### src/rtl/huffman_pkg.sv
// Shared constants, state encoding and helpers for the Huffman code generator/decoder pair.
package huffman_pkg;

  localparam int CODE_W  = 13;
  localparam int LEN_HI  = 12;
  localparam int LEN_LO  = 9;
  localparam int CODE_HI = 8;
  localparam int MAX_LEN = 9;
  localparam int SYM_NUM = 10;
  localparam int SYM_W   = 4;
  localparam int LEN_W   = LEN_HI - LEN_LO + 1;

  typedef enum logic {
    S_EMPTY = 1'b0,
    S_RUN   = 1'b1
  } state_t;

  // Mask selecting the low 'len' bits of a right-aligned code.
  function automatic logic [CODE_HI:0] len_mask(input logic [LEN_W-1:0] len);
    logic [CODE_HI:0] m;
    for (int i = 0; i <= CODE_HI; i++) begin
      m[i] = (i < int'(len));
    end
    return m;
  endfunction

endpackage

### src/rtl/huffman_match.sv
// Combinational table lookup: compares the candidate code against all entries and
// priority-encodes the lowest-index hit.
import huffman_pkg::*;

module huffman_match (
  input  logic [SYM_NUM-1:0][CODE_W-1:0] entries,
  input  logic [CODE_HI:0]               nxt_acc,
  input  logic [LEN_W-1:0]               nxt_len,
  output logic                           hit,
  output logic [SYM_W-1:0]               hit_idx
);

  logic [SYM_NUM-1:0] hit_vec;

  genvar gi;
  generate
    for (gi = 0; gi < SYM_NUM; gi++) begin : g_entry
      logic [LEN_W-1:0] len_i;
      assign len_i = entries[gi][LEN_HI:LEN_LO];
      assign hit_vec[gi] = (len_i != '0) && (len_i == nxt_len) &&
                           (((entries[gi][CODE_HI:0] ^ nxt_acc) & len_mask(len_i)) == '0);
    end
  endgenerate

  // Scan from the top so the lowest matching index is the last one written.
  always_comb begin
    hit     = |hit_vec;
    hit_idx = '0;
    for (int i = SYM_NUM - 1; i >= 0; i--) begin
      if (hit_vec[i]) begin
        hit_idx = SYM_W'(i);
      end
    end
  end

endmodule

### src/rtl/huffman_decode.sv
// Streaming Huffman decoder: one bit per cycle in, symbols 0-9 out over valid/ready.
// Optional error counter output enabled by defining HUFF_DEC_ERR_CNT_EN.
import huffman_pkg::*;

module huffman_decode (
  input  logic        Clk_in,
  input  logic        Rst,
  input  logic        Load_table,
  input  logic [12:0] Code0,
  input  logic [12:0] Code1,
  input  logic [12:0] Code2,
  input  logic [12:0] Code3,
  input  logic [12:0] Code4,
  input  logic [12:0] Code5,
  input  logic [12:0] Code6,
  input  logic [12:0] Code7,
  input  logic [12:0] Code8,
  input  logic [12:0] Code9,
  input  logic        Bit_in,
  input  logic        Bit_valid,
  output logic        Bit_ready,
  output logic [3:0]  Sym_out,
  output logic        Sym_valid,
  input  logic        Sym_ready,
  output logic        Err,
`ifdef HUFF_DEC_ERR_CNT_EN
  output logic [7:0]  Err_cnt,
`endif
  output logic        Tbl_ok
);

  state_t state_reg, state_next;
  logic   tbl_ok;

  logic [SYM_NUM-1:0][CODE_W-1:0] table_reg;
  logic [SYM_NUM-1:0][CODE_W-1:0] code_in;

  // Only 8 history bits are kept: a 9th bit always ends the code (hit or error).
  logic [CODE_HI-1:0] hist_reg;
  logic [LEN_W-1:0]   len_reg;
  logic [SYM_W-1:0]   sym_reg;
  logic               sym_valid_reg;
  logic               err_reg;

  logic               accept;
  logic               hit;
  logic               err_event;
  logic [SYM_W-1:0]   hit_idx;
  logic [CODE_HI:0]   nxt_acc;
  logic [LEN_W-1:0]   nxt_len;

  assign code_in = {Code9, Code8, Code7, Code6, Code5, Code4, Code3, Code2, Code1, Code0};

  // State register
  always_ff @(posedge Clk_in) begin
    if (Rst) begin
      state_reg <= S_EMPTY;
    end else begin
      state_reg <= state_next;
    end
  end

  // Next-state logic
  always_comb begin
    state_next = state_reg;
    case (state_reg)
      S_EMPTY: if (Load_table) state_next = S_RUN;
      S_RUN:   state_next = S_RUN;
      default: state_next = S_EMPTY;
    endcase
  end

  // State outputs
  always_comb begin
    tbl_ok = (state_reg == S_RUN);
  end

  assign Bit_ready = tbl_ok & ~Load_table & ~(sym_valid_reg & ~Sym_ready);
  assign accept    = Bit_valid & Bit_ready;
  assign nxt_acc   = {hist_reg, Bit_in};
  assign nxt_len   = len_reg + LEN_W'(1);
  assign err_event = accept & ~hit & (nxt_len == LEN_W'(MAX_LEN));

  huffman_match u_match (
    .entries (table_reg),
    .nxt_acc (nxt_acc),
    .nxt_len (nxt_len),
    .hit     (hit),
    .hit_idx (hit_idx)
  );

  always_ff @(posedge Clk_in) begin
    if (Rst) begin
      table_reg     <= '0;
      hist_reg      <= '0;
      len_reg       <= '0;
      sym_reg       <= '0;
      sym_valid_reg <= 1'b0;
      err_reg       <= 1'b0;
    end else begin
      err_reg <= 1'b0;
      if (Load_table) begin
        table_reg     <= code_in;
        hist_reg      <= '0;
        len_reg       <= '0;
        sym_reg       <= '0;
        sym_valid_reg <= 1'b0;
      end else begin
        if (sym_valid_reg && Sym_ready) begin
          sym_valid_reg <= 1'b0;
        end
        // A hit on the same edge as a consume overrides the clear above.
        if (accept) begin
          if (hit) begin
            sym_reg       <= hit_idx;
            sym_valid_reg <= 1'b1;
            hist_reg      <= '0;
            len_reg       <= '0;
          end else if (err_event) begin
            err_reg  <= 1'b1;
            hist_reg <= '0;
            len_reg  <= '0;
          end else begin
            hist_reg <= nxt_acc[CODE_HI-1:0];
            len_reg  <= nxt_len;
          end
        end
      end
    end
  end

`ifdef HUFF_DEC_ERR_CNT_EN
  logic [7:0] err_cnt_reg;

  always_ff @(posedge Clk_in) begin
    if (Rst || Load_table) begin
      err_cnt_reg <= '0;
    end else if (err_event && (err_cnt_reg != 8'hff)) begin
      err_cnt_reg <= err_cnt_reg + 8'd1;
    end
  end

  assign Err_cnt = err_cnt_reg;
`endif

  assign Sym_out   = sym_reg;
  assign Sym_valid = sym_valid_reg;
  assign Err       = err_reg;
  assign Tbl_ok    = tbl_ok;

endmodule

### config.mk
export PLATFORM = sky130hd
export DESIGN_NAME = huffman_decode
export DESIGN_NICKNAME = d
export VERILOG_FILES = /design/src/rtl/huffman_pkg.sv /design/src/rtl/huffman_match.sv /design/src/rtl/huffman_decode.sv
export SDC_FILE = /design/constraint.sdc
export NUM_CORES = 1
export LEC_CHECK = 0
export ABC_CLOCK_PERIOD_IN_PS = 6600
export CAP_MARGIN = 20
export CORE_ASPECT_RATIO = 1.5
export CORE_MARGIN = 2
export CORE_UTILIZATION = 55
export CTS_CLUSTER_SIZE = 24
export DETAILED_ROUTE_END_ITERATION = 12
export PLACE_DENSITY = 0.91
export SYNTH_ARGS = -nofsm -noshare
export SYNTH_HDL_FRONTEND = slang
export SYNTH_SLANG_ARGS = --single-unit
### constraint.sdc
create_clock -name Clk_in -period 6.6 [get_ports Clk_in]
set_input_delay 1.32 -clock Clk_in [delete_from_list [all_inputs] [get_ports Clk_in]]
set_output_delay 1.32 -clock Clk_in [all_outputs]
set_load 0.05 [all_outputs]
==> results.tsv <==
metric	value	unit
Max Clock Skew	0.00537	ns
DP HPWL	14200	um
Final Hold Viols	0	
Final setup viols	0	
Placeable Area	13500	um2
first-pass GRT wire length	31800	um
max_cap viols	0	
Congestion Overflow GR	0	
Sink Count	149	
initial DRC count	401	
I/O pin count	144	
CTS resizes	0	
setup ws final	2.38	ns
Hold Path Class	register to register	
critical path fanouts, max	3	
Post-Syn Instances	830	
Hold Slack	0.483	ns
Die H	149	um
worst path arrival time	2.90	ns
syn nets	968	
ratio of cells with drive above 1 in the final layout	6.22	%
yosys warns	0	
Final period util	64.0	%
via count	6612	
FMAX	0.237	GHz
commonest non-fill, non-tap cells in the layout	161 x nor2_1, 149 x dfxtp_1, 141 x clkdlybuf4s50_1, 135 x mux2i_1, 70 x xnor2_1	
cell taking the most area after synthesis	dfxtp_1	
status	complete, no violations	
Synth area leaders	dfxtp_1 39%, mux2i_1 18%, xnor2_1 8.0%	
delay-heaviest family, CP	buffers and inverters	
critical path startpoint category	input pin	
Hold Buf Count CTS	0	
unrepaired setup endpoints after global routing	no	
Placer Congestion	0.923	
initial antenna violation count	2	
Post-synth ARST share	0	%
peak supply drop	0.000184	V
Seq/Total Area, Yosys	38.9	%
Die W	100	um
CTS clk-pin slew, worst paths	0.06	ns
Clk Tree Root Cell	clkbuf_16	
leading cell type in the layout, fill and taps excluded	nor2_1	
drt wl/cell	18.7	um
max reg flops	130	
Setup TNS	0	ns
CP dominant cell by count	clkdlybuf4s50_1	
Crit path buffers/inverters	2	
Buffers on Ports	143	
largest net degree at the start of global routing	98	
Longest Clk Path Bufs	2	
crit path cell chain	clkdlybuf4s50_1 -> nand2b_1 -> and3b_1 -> clkdlybuf4s50_1	
via density per instance	5.94	
leakage power	0.00401	uW
Post-CTS Setup Bufs	0	
Yosys reg bits	149	
predominant post-synthesis flop cell	dfxtp_1	
pwr/cell area	234	nW/um2
DRT Wirelength	20900	um
Final Power	2260	uW
flip-flop and latch area	2980	um2
dpl cell area	9060	um2
num rows	52	
die area	14900	um2
CTS Buf Count	17	
DP Worst Slack	2.23	ns
Synth top area share	38.9	%
Mapped Avg Cell Area	9.23	um2
CTS tree	built	
Final nets	1074	
final instance area	9630	um2
Setup CP Type	input pin to primary output	
Slew headroom	35.5	%
Tot GR Track Use	27.5	%
Worst-Margin Slew	0.943	ns
Antenna Nets Post-Route	0	
clock latency on the worst-skew pair	0.42	ns
number of flops mapped to enable cells by yosys	0	
htree depth	4	
crit-path max cell delay	0.81	ns
crit end category	primary output	
# fillers	974	
Post-Syn Area	7660	um2
Slew Viols, Final	0	
slowest stage cell on the critical path	clkdlybuf4s50_1	
drt pass-1 iters	5	
vias in the first global route	6479	
multi-input logic area	4380	um2
Critical Path RT	5.28	ns
Residual DRC	0	
Synth-to-Final Area Change	25.8	%
initial core utilization	56.6	%
post-synth cell types	67	
min Tclk post-route	4.22	ns
-- cell usage after synthesis, types with 2 or more instances --
cell type,instances
nor3_1,21
clkbuf_1,29
ha_1,2
dfxtp_1,149
a31oi_1,9
o31a_1,2
nand2_1,14
a211oi_1,14
o211ai_1,12
and3_1,4
o31ai_1,3
o2111ai_1,12
inv_1,10
or2_2,8
nor2_1,161
nand2b_1,5
a2111oi_0,4
nand3_1,9
or3_1,2
buf_1,15
nor4_1,4
o21ai_0,11
xor2_1,38
mux2i_1,135
and2_1,3
o221ai_1,3
buf_4,4
a21oi_1,14
buf_2,11
a21boi_0,2
a22o_1,9
nand3b_1,2
o22ai_1,3
nor4b_1,4
xnor2_1,70
-- report_power, final --
group	switching, uW	internal (uW)	total [uW]	leakage (uW)
sequential	58.5	948	1010	0.00123
clock	379	554	934	0.000273
combinational	139	178	318	0.00251
total	577	1680	2260	0.00401
-- per-layer routing --
metal  track usage (%)  up-vias  routed length [um]
met5                 0        -                   0
met2              47.8      324               10600
li1                  -     3114                   -
met3              4.37       99                1270
met4              18.5        0                1210
met1              30.3     3075                7750
-- worst register-to-register path: stages (launching register included) --
cell and delay, ns:
dfxtp_1 0.92, inv_1 0.12, ha_1 0.88, nand2_1 0.14, a211oi_1 0.20, nor2_1 0.07, a2111oi_0 0.83, o211ai_1 0.26
o221ai_1 0.23, a211oi_1 0.10, o31ai_1 0.23
-- path summary, 6_finish.rpt --
path              slack, ns  depth (start not counted)         end        from
setup / recovery       2.38                          4   Bit_ready   Sym_ready
hold / removal         0.48                          2      Tbl_ok      Tbl_ok
setup reg to reg       2.53                         10  Sym_out[0]  len_reg[0]
hold reg to reg        0.48                          2      Tbl_ok      Tbl_ok
-- cells by family after synthesis --
logic type	count (synthesis)	synth area share, %
multiplexers	136	17.8
flip-flops	149	38.9
buffers and inverters	70	3.90
adder cells (fa/ha/maj)	2	0.327
AO/OA/AOI/OAI	116	11.5
XOR/XNOR	110	12.9
AND/OR/NAND/NOR	247	14.6
-- final cells by class --
class	count	share of cell area, %
Timing Repair Buffer	147	15.2
Antenna cell	2	0.0519
Sequential cell	149	31.0
Inverter	10	0.390
Tap cell	162	2.10
Multi-Input combinational cell	611	45.5
Clock inverter	13	1.39
Clock buffer	19	4.49
-- metrics by stage --
stage | instances | util [%]
final | 1113 | 71.2
after detailed placement | 1079 | 67.0
after global routing | 1113 | 71.2
after CTS | 1111 | 71.2
after global placement | 1079 | 67.0
after floorplan | 830 | -
No activity file was read; power rests on OpenSTA's default activity.
